==> config.mk <==
export PLATFORM = sky130hd
export DESIGN_NAME = game_status_tx
export DESIGN_NICKNAME = d
export VERILOG_FILES = /design/src/rtl/game_uart_pkg.sv /design/src/rtl/status_fifo.sv /design/src/rtl/game_status_tx.sv
export SDC_FILE = /design/constraint.sdc
export NUM_CORES = 1
export LEC_CHECK = 0
export ABC_AREA = 0
export ABC_CLOCK_PERIOD_IN_PS = 2700
export CORE_MARGIN = 3
export CORE_UTILIZATION = 56
export DETAILED_ROUTE_END_ITERATION = 12
export GPL_TIMING_DRIVEN = 0
export PLACE_DENSITY = 0.78
export SLEW_MARGIN = 30
export SYNTH_ARGS = -nofsm -noshare
export SYNTH_HDL_FRONTEND = slang
export SYNTH_SLANG_ARGS = --single-unit
export TNS_END_PERCENT = 30
==> constraint.sdc <==
create_clock -name clk -period 2.7 [get_ports clk]
set_input_delay 0.27 -clock clk [delete_from_list [all_inputs] [get_ports clk]]
set_output_delay 0.27 -clock clk [all_outputs]
set_load 0.02 [all_outputs]
==> src/rtl/game_uart_pkg.sv <==
// rtl/game_uart_pkg.sv - shared event codes, ASCII constants and event entry layout for the game UART paths
package game_uart_pkg;

    typedef enum logic [1:0] {
        EVT_MOVE  = 2'd0,
        EVT_PLACE = 2'd1,
        EVT_WIN   = 2'd2,
        EVT_ERR   = 2'd3
    } evt_code_e;

    // Queued event: {code, x, y}, code in the top two bits
    typedef struct packed {
        evt_code_e  code;
        logic [1:0] x;
        logic [1:0] y;
    } evt_entry_t;

    localparam int ENTRY_W = $bits(evt_entry_t);

    localparam logic [7:0] ASCII_M     = 8'h4D;
    localparam logic [7:0] ASCII_P     = 8'h50;
    localparam logic [7:0] ASCII_W     = 8'h57;
    localparam logic [7:0] ASCII_E     = 8'h45;
    localparam logic [7:0] ASCII_SP    = 8'h20;
    localparam logic [7:0] ASCII_COMMA = 8'h2C;
    localparam logic [7:0] ASCII_CR    = 8'h0D;
    localparam logic [7:0] ASCII_LF    = 8'h0A;
    localparam logic [7:0] ASCII_DIGIT = 8'h30;

    // Index of the final byte of a status line (7 bytes, 0..6)
    localparam logic [2:0] MSG_LAST_IDX = 3'd6;

endpackage

==> src/rtl/status_fifo.sv <==
// rtl/status_fifo.sv - synchronous FIFO with full/empty flags and registered occupancy count
module status_fifo #(
    parameter int DEPTH = 4,
    parameter int WIDTH = 6
) (
    input  logic                     clk,
    input  logic                     reset,
    input  logic                     push_i,
    input  logic [WIDTH-1:0]         wdata_i,
    input  logic                     pop_i,
    output logic [WIDTH-1:0]         rdata_o,
    output logic                     full_o,
    output logic                     empty_o,
    output logic [$clog2(DEPTH):0]   count_o
);

    localparam int PTR_W = $clog2(DEPTH);
    localparam int CNT_W = PTR_W + 1;

    logic [WIDTH-1:0] mem_q [DEPTH];
    logic [PTR_W-1:0] wr_ptr_q, wr_ptr_d;
    logic [PTR_W-1:0] rd_ptr_q, rd_ptr_d;
    logic [CNT_W-1:0] count_q, count_d;
    logic             do_push;
    logic             do_pop;

    assign full_o  = (count_q == CNT_W'(DEPTH));
    assign empty_o = (count_q == '0);
    assign count_o = count_q;
    assign rdata_o = mem_q[rd_ptr_q];

    // Flags come from the registered count, so a full FIFO refuses a push even if it pops this cycle
    assign do_push = push_i && !full_o;
    assign do_pop  = pop_i && !empty_o;

    // Next pointer and occupancy; pointers wrap naturally because DEPTH is a power of two
    always_comb begin
        wr_ptr_d = wr_ptr_q;
        rd_ptr_d = rd_ptr_q;
        count_d  = count_q;
        if (do_push) begin
            wr_ptr_d = wr_ptr_q + PTR_W'(1);
        end
        if (do_pop) begin
            rd_ptr_d = rd_ptr_q + PTR_W'(1);
        end
        case ({do_push, do_pop})
            2'b10:   count_d = count_q + CNT_W'(1);
            2'b01:   count_d = count_q - CNT_W'(1);
            default: count_d = count_q;
        endcase
    end

    // Pointer and count registers
    always_ff @(posedge clk or posedge reset) begin
        if (reset) begin
            wr_ptr_q <= '0;
            rd_ptr_q <= '0;
            count_q  <= '0;
        end else begin
            wr_ptr_q <= wr_ptr_d;
            rd_ptr_q <= rd_ptr_d;
            count_q  <= count_d;
        end
    end

    // Storage array; contents need no reset since the count gates every read
    always_ff @(posedge clk) begin
        if (do_push) begin
            mem_q[wr_ptr_q] <= wdata_i;
        end
    end

endmodule

==> src/rtl/game_status_tx.sv <==
// rtl/game_status_tx.sv - buffers game events and serialises each into a 7-byte ASCII status line
module game_status_tx
    import game_uart_pkg::*;
#(
    parameter int FIFO_DEPTH = 4
) (
    input  logic       clk,
    input  logic       reset,
    input  logic       evt_valid,
    output logic       evt_ready,
    input  logic [1:0] evt_code,
    input  logic [1:0] evt_x,
    input  logic [1:0] evt_y,
    output logic [7:0] tx_data,
    output logic       tx_valid,
    input  logic       tx_ready,
    output logic       busy,
    output logic       overflow
);

    typedef enum logic {
        ST_IDLE = 1'b0,
        ST_SEND = 1'b1
    } state_e;

    state_e                    state_q, state_d;
    logic [2:0]                idx_q, idx_d;
    evt_entry_t                msg_q, msg_d;
    logic                      tx_valid_q;
    logic [7:0]                tx_data_q;
    logic                      overflow_q;

    logic                      fifo_push;
    logic                      fifo_pop;
    logic [ENTRY_W-1:0]        fifo_wdata;
    logic [ENTRY_W-1:0]        fifo_rdata;
    logic                      fifo_full;
    logic                      fifo_empty;
    logic [$clog2(FIFO_DEPTH):0] fifo_count;

    // Byte idx of the status line for one event; coordinates are not clamped
    function automatic logic [7:0] msg_byte(input evt_entry_t e, input logic [2:0] idx);
        logic [7:0] b;
        case (idx)
            3'd0: begin
                case (e.code)
                    EVT_MOVE:  b = ASCII_M;
                    EVT_PLACE: b = ASCII_P;
                    EVT_WIN:   b = ASCII_W;
                    default:   b = ASCII_E;
                endcase
            end
            3'd1:    b = ASCII_SP;
            3'd2:    b = ASCII_DIGIT + {6'd0, e.x};
            3'd3:    b = ASCII_COMMA;
            3'd4:    b = ASCII_DIGIT + {6'd0, e.y};
            3'd5:    b = ASCII_CR;
            default: b = ASCII_LF;
        endcase
        return b;
    endfunction

    assign fifo_wdata = {evt_code, evt_x, evt_y};
    assign fifo_push  = evt_valid && !fifo_full;

    status_fifo #(
        .DEPTH (FIFO_DEPTH),
        .WIDTH (ENTRY_W)
    ) u_fifo (
        .clk     (clk),
        .reset   (reset),
        .push_i  (fifo_push),
        .wdata_i (fifo_wdata),
        .pop_i   (fifo_pop),
        .rdata_o (fifo_rdata),
        .full_o  (fifo_full),
        .empty_o (fifo_empty),
        .count_o (fifo_count)
    );

    // Sequencer: load a message from the FIFO, step through its bytes on each handshake, chain messages without a gap
    always_comb begin
        state_d  = state_q;
        idx_d    = idx_q;
        msg_d    = msg_q;
        fifo_pop = 1'b0;
        case (state_q)
            ST_IDLE: begin
                if (!fifo_empty) begin
                    fifo_pop = 1'b1;
                    msg_d    = evt_entry_t'(fifo_rdata);
                    idx_d    = 3'd0;
                    state_d  = ST_SEND;
                end
            end
            ST_SEND: begin
                if (tx_ready) begin
                    if (idx_q != MSG_LAST_IDX) begin
                        idx_d = idx_q + 3'd1;
                    end else if (!fifo_empty) begin
                        fifo_pop = 1'b1;
                        msg_d    = evt_entry_t'(fifo_rdata);
                        idx_d    = 3'd0;
                    end else begin
                        idx_d   = 3'd0;
                        state_d = ST_IDLE;
                    end
                end
            end
            default: begin
                idx_d   = 3'd0;
                state_d = ST_IDLE;
            end
        endcase
    end

    // State registers; the byte outputs are registered from the next state so they stay put during a stall
    always_ff @(posedge clk or posedge reset) begin
        if (reset) begin
            state_q    <= ST_IDLE;
            idx_q      <= 3'd0;
            msg_q      <= '0;
            tx_valid_q <= 1'b0;
            tx_data_q  <= 8'h00;
            overflow_q <= 1'b0;
        end else begin
            state_q    <= state_d;
            idx_q      <= idx_d;
            msg_q      <= msg_d;
            tx_valid_q <= (state_d == ST_SEND);
            tx_data_q  <= (state_d == ST_SEND) ? msg_byte(msg_d, idx_d) : 8'h00;
            overflow_q <= overflow_q || (evt_valid && fifo_full);
        end
    end

    assign tx_valid  = tx_valid_q;
    assign tx_data   = tx_data_q;
    assign overflow  = overflow_q;
    assign evt_ready = !fifo_full;
    assign busy      = (state_q == ST_SEND) || (fifo_count != '0);

endmodule

==> flow_summary_export.csv, run 1 <==
group,metric,value,unit
final_layout,area_growth,16.0,%
grt,grt_pass1_wl,5980,um
die,core_area,3740,um^2
sta,worst-slew-pin-transition,516,ps
worst_setup_path,ff2ff_setup_slack,440,ps
worst_setup_path,slowest_stage,"dfrtp_1",
final_layout,drive_gt1_frac,0.229,
placed_design,hpwl,2530,um
drt,vias,1258,
cts,cts_num_sinks,49,
worst_setup_path,crit_type,"register to register",
grt,grt_use_met3,0.0493,
sta,max_freq,0.442,GHz
final_layout,fillers,270,
grt,met2_usage,0.266,
synth,synth_top_area_share,0.322,
grt,grt_overflow,0,
power_and_ir_drop,power_density,1090,nW/um^2
grt,busiest_layer,"met2",
power_and_ir_drop,leakage,0.00104,uW
die,row_count,22,
synth,syn-num-nets,170,
die,die_x,69.2,um
sta,hold_violations,0,
cts,post_cts_buffers,0,
drt,ant_nets,0,
cts,clk_latency,310,ps
synth,synth_cell_type_count,50,
final_layout,layout.nets,197,
worst_setup_path,crit_arrival,2500,ps
synth,yosys_most_used_dff,"dfrtp_1",
synth,synth_warnings,0,
drt,viasPerCell,5.54,
sta,finalSetupViolCount,0,
placed_design,routabilityCongestion,0.728,
worst_setup_path,critical_path_required,2940,ps
final_layout,antenna_cells,0,
sta,timing.hold.ws,311,ps
synth,yosysSeqAreaShare,0.602,
worst_setup_path,critPathTopFamily,"adder cells",
power_and_ir_drop,peakVddDrop,0.000505,V
worst_setup_path,cp_max_fo,9,
synth,async_flop_share,0.510,
synth,ys_ff_latch,49,
worst_setup_path,r2r-start,"idx_q[0]",
placed_design,port_buffers,20,
sta,period_minus_slack,2260,ps
drt,routed_wl,3380,um
die,initial_core_util,0.598,
grt,grtUsageTotal,0.160,
synth,synth_edf_count,24,
drt,firstDrtPassIters,4,
sta,fin_skew,8.56,ps
run,drv_cap,0,
die,die_y,69.2,um
sta,grt_setup_unrepaired,"no",
grt,met1_usage,0.198,
grt,grt_max_degree,26,
run_status,status,"complete, no violations",
cts,clk_pin_slew,100,ps
sta,drv_slew,0,
cts,cts-htree-levels,2,
cts,cts_resized,0,
cts,clockBufferDepth,2,
worst_setup_path,max_stage_delay,440,ps
grt,grt_pass1_vias,1279,
grt,antenna_found_initial,0,
worst_setup_path,reg2reg_to,"u_fifo.count_o[2]",
die,die-area,4790,um^2
synth,syn_area_per_cell,14.8,um^2
worst_setup_path,critical_path_buf_inv_count,1,
worst_setup_path,start_kind,"register",
synth,synth_top_area_cell,"edfxtp_1",
synth,synthTopCellsByArea,"edfxtp_1 (32%), dfrtp_1 (28%), mux4_2 (6.0%)",
final_layout,regArea,1350,um^2
synth,syn-cell-area,2240,um^2
drt,post_drt_wl_per_cell,14.9,um
worst_setup_path,end_kind,"register",
cts,cts_hold_buf,0,
die,io_pins,22,
drt,drcViolationCount,0,
synth,synth_top_cells_by_count,"dfrtp_1 (25), edfxtp_1 (24), inv_1 (10), nand2_1 (9), ha_1 (8)",
worst_setup_path,cpMostUsedCell,"xor2_1",
synth,synth_most_common_cell,"dfrtp_1",
worst_hold_path,hp-class,"input pin to async pin",
worst_setup_path,r2r_cells,8,
drt,drt_iter0_drc,63,
sta,period_share,0.838,
worst_setup_path,crit_chain,"nand4b_2, a21oi_4, ha_1, inv_1, fa_1, xor2_1, nor2_1, xor2_1",
cts,cts_tree,"done",
sta,relSlewSlack,0.656,
cts,cts_root_buffer,"clkbuf_8",
sta,fin_tns_setup,0,ps
final_layout,multiInputGateArea,782,um^2
cts,cts_buffers,5,
synth,syn_inst,151,
-- power breakdown --
part	internal, uW	switching, uW	total [uW]	leakage, uW
clock	194	263	457	0.0000506
combinational	577	606	1180	0.000472
sequential	1040	141	1180	0.000516
total	1810	1010	2820	0.00104
-- sequential cells by signal, summed over array words and instances (netlist names) --
name	count
u_fifo.mem_q	24
tx_data	7
msg_q	6
idx_q	3
u_fifo.count_o	3
u_fifo.rd_ptr_q	2
u_fifo.wr_ptr_q	2
overflow	1
tx_valid	1
-- cells in the final DEF, fill, tap and decap left out, types with 2 or more instances in the layout --
cell type | synthesis | final
and3_1 | 4 | 4
xnor2_1 | 3 | 3
nor2_1 | 3 | 3
inv_2 | 1 | 2
dfrtp_1 | 25 | 25
ha_1 | 8 | 8
inv_1 | 10 | 9
mux4_2 | 6 | 6
nand2_1 | 9 | 9
clkbuf_8 | 0 | 5
edfxtp_1 | 24 | 24
buf_6 | 3 | 3
clkdlybuf4s50_1 | 0 | 20
nor3_1 | 2 | 2
xor2_1 | 3 | 3
mux2_4 | 2 | 2
mux2_2 | 3 | 3
nand3_1 | 3 | 3
a21oi_1 | 2 | 2
clkinv_4 | 1 | 2
clkinv_2 | 2 | 2
o21ai_1 | 2 | 2
mux2i_1 | 2 | 2
nand4_1 | 2 | 2
o21ai_0 | 4 | 4
-- area by class of cell --
cell class | instances | share of cell area
Clock inverter | 3 | 0.0111
Multi-Input combinational cell | 82 | 0.301
Clock buffer | 5 | 0.0265
Tap cell | 48 | 0.0231
Inverter | 14 | 0.0231
Buffer | 6 | 0.0188
Timing Repair Buffer | 20 | 0.0771
Sequential cell | 49 | 0.519
-- worst max-delay path by stage --
stage          startpoint  cells past startpoint  slack, ps           endpoint
3_5_place_dp     tx_ready                      9        120  u_fifo.count_o[2]
4_1_cts          idx_q[0]                      8        430  u_fifo.count_o[2]
5_1_grt          idx_q[0]                      8        260         tx_data[0]
2_1_floorplan    idx_q[0]                      8        640  u_fifo.count_o[2]
3_3_place_gp     tx_ready                      9        190  u_fifo.count_o[2]
6_report         idx_q[0]                      8        440  u_fifo.count_o[2]
-- metal layers --
layer | part of all wire | vias up
li1 | - | 600
met3 | 0.044 | 5
met2 | 0.53 | 30
met1 | 0.41 | 623
met5 | 0 | -
met4 | 0.012 | 0
-- cells by family (layout without fill, tap and decap cells) --
family / count (synthesis) / count (layout) / synth area share
buffers and inverters: 20 / 48 / 0.0487
AOI/OAI and AO/OA: 19 / 19 / 0.0733
other: 1 / 1 / 0.00168
DFF: 49 / 49 / 0.602
adders and majority gates: 10 / 10 / 0.0587
muxes: 14 / 14 / 0.104
and+or+nand+nor: 32 / 32 / 0.0884
xor gates and xnor gates: 6 / 6 / 0.0235
-- per-stage QoR --
step	cells	area, um^2	setup WS [ps]	total power [uW]	util
final	227	2590	437	2820	0.693
after global routing	227	2590	264	3040	0.693
after CTS	227	2590	432	2860	0.693
after detailed placement	219	2500	123	2400	0.667
after global placement	219	2500	192	2340	0.667
after floorplan	151	2240	642	2060	-
-- worst reg2reg max path, stage by stage, from the launching register on --
cell,delay (ps)
dfrtp_1,440
nand4b_2,260
a21oi_4,390
ha_1,250
inv_1,60
fa_1,370
xor2_1,150
nor2_1,110
xor2_1,150
Power figures use the tool's default switching activity.
==> inputs of run 2 (changes only) <==
--- a/config.mk
+++ b/config.mk
@@ -6,12 +6,12 @@
 export NUM_CORES = 1
 export LEC_CHECK = 0
 export ABC_AREA = 0
-export ABC_CLOCK_PERIOD_IN_PS = 2700
+export ABC_CLOCK_PERIOD_IN_PS = 2070
 export CORE_MARGIN = 3
-export CORE_UTILIZATION = 56
+export CORE_UTILIZATION = 50
 export DETAILED_ROUTE_END_ITERATION = 12
 export GPL_TIMING_DRIVEN = 0
-export PLACE_DENSITY = 0.78
+export PLACE_DENSITY = 0.74
 export SLEW_MARGIN = 30
 export SYNTH_ARGS = -nofsm -noshare
 export SYNTH_HDL_FRONTEND = slang
==> constraint.sdc (replaced) <==
create_clock -name clk -period 2.07 [get_ports clk]
set_input_delay 0.207 -clock clk [delete_from_list [all_inputs] [get_ports clk]]
set_output_delay 0.207 -clock clk [all_outputs]
set_load 0.02 [all_outputs]
==> run 2 against run 1 <==
  * Via count is 4.9% higher
  * Power increased by 38%
  * Critical path type unchanged
  * Critical endpoint is now tx_data[0]
  * Design area grew 5.9%
  * Wire length up 14%
  * Worst setup slack worse by 340 ps
  * Die area up 11%
  * Count of clock-buffer cells in the layout unchanged
  * Core utilization fell by 3.0 points
  * First-iteration DRC count up 57%
  * Hold slack lost 46 ps
  * Clock power increased by 15%
==> flow_summary_export.csv, run 2 (same netlist as run 1, synthesis figures left out) <==
group,metric,value,unit
drt,drcViolationCount,0,
worst_setup_path,critical_path_required,2260,ps
grt,antenna_found_initial,0,
worst_setup_path,critical_path_buf_inv_count,3,
placed_design,dp.cells,221,
power_and_ir_drop,peakVddDrop,0.000753,V
worst_hold_path,hp-class,"input pin to async pin",
sta,hold_violations,0,
drt,drt_iter0_drc,99,
worst_setup_path,worstSetupStartpoint,"u_fifo.rd_ptr_q[0]",
worst_setup_path,crit_type,"register to register",
final_layout,drive_gt1_frac,0.335,
power_and_ir_drop,leakage,0.00110,uW
die,row_count,23,
drt,post_drt_wl_per_cell,16.2,um
worst_setup_path,end_kind,"register",
final_layout,layout.nets,206,
sta,grt_setup_unrepaired,"yes",
drt,vias,1320,
grt,grt_overflow,0,
sta,fin_skew,4.27,ps
worst_setup_path,r2r_cells,8,
cts,cts_num_sinks,49,
worst_setup_path,ff2ff_setup_slack,100,ps
final_layout,layout_common_cells,"edfxtp_1 (24), dfrtp_1 (21), clkdlybuf4s50_1 (19), inv_1 (9), buf_4 (9)",
die,core_area,4140,um^2
worst_setup_path,start_kind,"register",
grt,grt_max_degree,26,
cts,cts_buffers,5,
die,die_y,72.9,um
worst_setup_path,crit_arrival,2160,ps
worst_setup_path,r2r-start,"u_fifo.rd_ptr_q[0]",
cts,clk_latency,290,ps
final_layout,final_cells,238,
cts,cts_root_buffer,"clkbuf_8",
die,io_pins,22,
drt,firstDrtPassIters,4,
grt,grtUsageTotal,0.161,
drt,ant_nets,0,
worst_setup_path,reg2reg_to,"tx_data[0]",
sta,period_share,0.953,
grt,grt_pass1_vias,1372,
final_layout,largest_register_ffs,24,
sta,timing.hold.ws,265,ps
sta,period_minus_slack,1970,ps
placed_design,place_area,2500,um^2
run,drv_cap,0,
worst_setup_path,cp_max_fo,8,
cts,cts-htree-levels,2,
worst_setup_path,crit_chain,"buf_6, mux4_2, mux2i_4, inv_1, ha_2, inv_1, mux2i_2, o41ai_2",
sta,fin_tns_setup,0,ps
cts,cts_tree,"done",
cts,clockBufferDepth,2,
cts,clk_pin_slew,80,ps
power_and_ir_drop,finalPower,3890,uW
final_layout,regMostFlops,"u_fifo.mem_q",
power_and_ir_drop,power_density,1420,nW/um^2
sta,drv_slew,0,
worst_setup_path,slowest_stage,"mux4_2",
die,die_x,72.9,um
worst_setup_path,cpMostUsedCell,"inv_1",
drt,routed_wl,3850,um
placed_design,hpwl,2670,um
grt,grt_pass1_wl,6440,um
die,initial_core_util,0.540,
final_layout,antenna_cells,0,
drt,viasPerCell,5.55,
sta,relSlewSlack,0.645,
run_status,status,"complete, no violations",
worst_setup_path,critPathTopFamily,"multiplexers",
final_layout,area_growth,22.9,%
final_layout,fin_area,2750,um^2
sta,finalSetupViolCount,0,
final_layout,fillers,311,
placed_design,routabilityCongestion,0.833,
placed_design,port_buffers,20,
sta,worst-slew-pin-transition,532,ps
sta,max_freq,0.507,GHz
worst_setup_path,max_stage_delay,530,ps
die,die-area,5310,um^2
final_layout,final_common_cell,"edfxtp_1",
==> run 2: cell count changes in the layout (fill, tap and decap cells not counted), moves of 2 or more <==
cell,before,now
mux2i_4,0,2
dfrtp_2,0,4
nor3_2,1,3
nor3_1,2,0
clkinv_1,0,2
dfrtp_1,25,21
ha_1,8,6
mux2i_1,2,0
buf_4,1,9
==> run 2: power breakdown <==
part,switching (uW),internal (uW)
clock network,298,228
logic,864,906
registers,230,1370
==> run 2: area by class of cell <==
class	instances	area (um^2)	area share
flip-flops and latches	49	1350	0.492
multi-input cells	82	855	0.311
repair buffers	30	294	0.107
clock buffers	5	68.8	0.0250
well taps	50	62.6	0.0228
inverters	14	60.1	0.0218
plain buffers	5	45.0	0.0164
clock inverters	3	12.5	0.00455
==> run 2: worst max path at each step <==
stage / endpoint / slack [ps] / cells after the start
final: tx_data[0] / 100 / 8
after global routing: tx_data[2] / -4 / 7
after CTS: u_fifo.count_o[2] / 2 / 9
after detailed placement: u_fifo.count_o[2] / -480 / 9
after global placement: u_fifo.count_o[2] / -420 / 9
after floorplan: u_fifo.count_o[2] / 10 / 8
==> run 2: stage by stage <==
stage          utilization  worst slack (ps)
2_1_floorplan            -              12.1
3_3_place_gp         0.603              -419
3_5_place_dp         0.603              -484
4_1_cts              0.630              2.03
5_1_grt              0.663             -4.16
6_report             0.663              97.8
==> run 2: timing repair <==
action | in CTS | in global routing
pin swaps | 1 | 4
setup buffers | 2 | 8
gates resized for setup | 2 | 18
endpoints found under the setup margin | 6 | 5
hold buffers | 0 | 0
cloned | 0 | 0
==> run 2: layer usage <==
| layer | GRT usage | vias to the layer above | routed length (um) |
|---|---|---|---|
| met5 | 0 | - | 0 |
| met4 | 0.0553 | 0 | 54 |
| met3 | 0.0399 | 7 | 145 |
| met2 | 0.267 | 37 | 2030 |
| met1 | 0.208 | 660 | 1630 |
| li1 | - | 616 | - |
==> inputs of run 3 (changes only) <==
--- a/config.mk
+++ b/config.mk
@@ -7,11 +7,13 @@
 export LEC_CHECK = 0
 export ABC_AREA = 0
 export ABC_CLOCK_PERIOD_IN_PS = 2070
+export CELL_PAD_IN_SITES_DETAIL_PLACEMENT = 0
+export CELL_PAD_IN_SITES_GLOBAL_PLACEMENT = 1
 export CORE_MARGIN = 3
-export CORE_UTILIZATION = 50
+export CORE_UTILIZATION = 42
 export DETAILED_ROUTE_END_ITERATION = 12
 export GPL_TIMING_DRIVEN = 0
-export PLACE_DENSITY = 0.74
+export PLACE_DENSITY_LB_ADDON = 0.1
 export SLEW_MARGIN = 30
 export SYNTH_ARGS = -nofsm -noshare
 export SYNTH_HDL_FRONTEND = slang
==> run 3 against run 2 <==
  * Worst setup slack got worse by 39 ps
  * Via count fell by 1.5%
  * Critical path depth is 1 higher
  * Sequential share of layout area is 1.2 points lower
  * Sequential cell count unchanged
  * Die area rose by 17%
  * Non-clock buffer count is 3 higher
  * Combinational power is essentially flat
  * Maximum frequency fell by 1.9%
  * First-iteration DRC count shrank 32%
  * Power up 6.1%
  * Largest cell class unchanged
==> flow_summary_export.csv, run 3 (same netlist as run 1, synthesis figures left out) <==
group,metric,value,unit
worst_setup_path,start_kind,"register",
drt,ant_nets,0,
power_and_ir_drop,peakVddDrop,0.000680,V
sta,fin_tns_setup,0,ps
worst_setup_path,critPathTopFamily,"adder cells",
worst_setup_path,cpMostUsedCell,"xor2_1",
drt,post_drt_wl_per_cell,14.2,um
die,die_y,79.0,um
final_layout,area_growth,26.0,%
cts,clk_latency,300,ps
cts,cts_num_sinks,49,
sta,timing.hold.ws,256,ps
worst_setup_path,critical_path_required,2290,ps
final_layout,regMostFlops,"u_fifo.mem_q",
worst_setup_path,slowest_stage,"dfrtp_1",
drt,routed_wl,3670,um
power_and_ir_drop,combPwrFrac,0.423,
power_and_ir_drop,switching_power,1370,uW
die,die-area,6240,um^2
final_layout,layout.nets,209,
placed_design,routabilityCongestion,0.770,
drt,vias,1300,
grt,grtUsageTotal,0.126,
die,core_area,4940,um^2
die,io_pins,22,
worst_setup_path,critical_path_buf_inv_count,2,
run,drv_cap,0,
placed_design,port_buffers,20,
cts,clockBufferDepth,2,
placed_design,hpwl,2560,um
final_layout,largest_register_ffs,24,
final_layout,final_common_cell,"edfxtp_1",
sta,period_share,0.971,
drt,drcViolationCount,0,
sta,period_minus_slack,2010,ps
power_and_ir_drop,p_sw_frac,0.330,
worst_setup_path,crit_arrival,2230,ps
cts,cts_buffers,5,
sta,relSlewSlack,0.654,
worst_setup_path,max_stage_delay,400,ps
final_layout,drive_gt1_frac,0.346,
power_and_ir_drop,seq_power_share,0.383,
sta,fin_skew,6.73,ps
worst_setup_path,end_kind,"register",
grt,grt_pass1_vias,1276,
cts,cts-htree-levels,2,
cts,cts_root_buffer,"clkbuf_8",
drt,firstDrtPassIters,4,
worst_setup_path,crit_type,"register to register",
final_layout,antenna_cells,0,
grt,antenna_found_initial,0,
sta,max_freq,0.497,GHz
sta,grt_setup_unrepaired,"yes",
sta,drv_slew,0,
grt,grt_max_degree,26,
sta,hold_violations,0,
power_and_ir_drop,clock_power_share,0.194,
power_and_ir_drop,leakage,0.00113,uW
grt,grt_pass1_wl,6110,um
sta,worst-slew-pin-transition,519,ps
die,die_x,79.0,um
cts,cts_tree,"done",
run_status,status,"complete, no violations",
worst_setup_path,crit_chain,"nand4b_4, a21oi_4, buf_4, ha_4, inv_1, fa_1, xor2_1, nor2_1, xor2_1",
die,initial_core_util,0.453,
placed_design,place_area,2520,um^2
drt,viasPerCell,5.04,
power_and_ir_drop,power_density,1470,nW/um^2
die,row_count,25,
cts,clk_pin_slew,90,ps
final_layout,fin_util,0.570,
drt,drt_iter0_drc,67,
sta,finalSetupViolCount,0,
worst_hold_path,hp-class,"input pin to async pin",
worst_setup_path,cp_max_fo,3,
final_layout,fin_area,2820,um^2
final_layout,layout_common_cells,"edfxtp_1 (24), dfrtp_1 (21), clkdlybuf4s50_1 (18), buf_4 (13)",
grt,grt_overflow,0,
power_and_ir_drop,intPower,2770,uW
## run 3: cell count changes in the layout (fill, tap and decap cells not counted), moves of 2 or more
| cell | previous run | this run |
|---|---|---|
| buf_4 | 9 | 13 |
| bufinv_16 | 0 | 2 |
| clkinv_1 | 2 | 0 |
| inv_1 | 9 | 7 |
| inv_2 | 2 | 4 |
| nor3_1 | 0 | 2 |
| nor3_2 | 3 | 1 |
## run 3: power groups by stage
stage          sequential, uW  clock (uW)  combinational, uW
2_1_floorplan            1620           0               1070
3_3_place_gp             1550           0               1540
3_5_place_dp             1570           0               1560
4_1_cts                  1570         827               1590
5_1_grt                  1630         875               1930
6_report                 1580         804               1750
## run 3: path summary, 6_finish.rpt
path	start	end	slack, ps	depth (start not counted)
setup / recovery	idx_q[0]	u_fifo.count_o[2]	60	9
hold reg to reg	overflow	overflow	470	1
setup reg to reg	idx_q[0]	u_fifo.count_o[2]	60	9
min in group clk	overflow	overflow	470	1
max in group asynchronous	reset	idx_q[2]	1440	2
hold / removal	reset	u_fifo.count_o[2]	260	2
## run 3: metal layers
metal / GRT usage / up-vias / wire, um / part of all wire
met5: 0 / - / 0 / 0
met2: 0.205 / 29 / 1880 / 0.51
li1: - / 622 / - / -
met1: 0.167 / 646 / 1600 / 0.43
met4: 0.0309 / 0 / 27 / 0.0074
met3: 0.0363 / 3 / 171 / 0.047
## run 3: stage by stage
step | std cells | power, uW | setup slack, ps
4_1_cts | 248 | 3990 | 0.694
2_1_floorplan | 151 | 2690 | 12.1
5_1_grt | 258 | 4430 | -60.8
3_5_place_dp | 238 | 3130 | -468
6_report | 258 | 4130 | 59.3
3_3_place_gp | 238 | 3090 | -405
## run 3: area by class of cell
| cell class | instances | area, um^2 |
|---|---|---|
| Clock inverter | 3 | 68.8 |
| Tap cell | 67 | 83.8 |
| Buffer | 5 | 45.0 |
| Timing Repair Buffer | 33 | 315 |
| Sequential cell | 49 | 1350 |
| Inverter | 14 | 60.1 |
| Clock buffer | 5 | 68.8 |
| Fill cell | 424 | 2120 |
| Multi-Input combinational cell | 82 | 826 |
## run 3: repair_timing
action,in CTS,in global routing
hold buffers,0,0
gates resized for setup,4,13
hold endpoints to repair,0,0
buffers inserted,3,10
endpoints found under the setup margin,6,4
pin swaps,1,3
## run 3: worst reg2reg max path: stages, from the launching register on
cell	delay [ps]
dfrtp_1	400
nand4b_4	200
a21oi_4	220
buf_4	150
ha_4	120
inv_1	40
fa_1	380
xor2_1	160
nor2_1	110
xor2_1	160
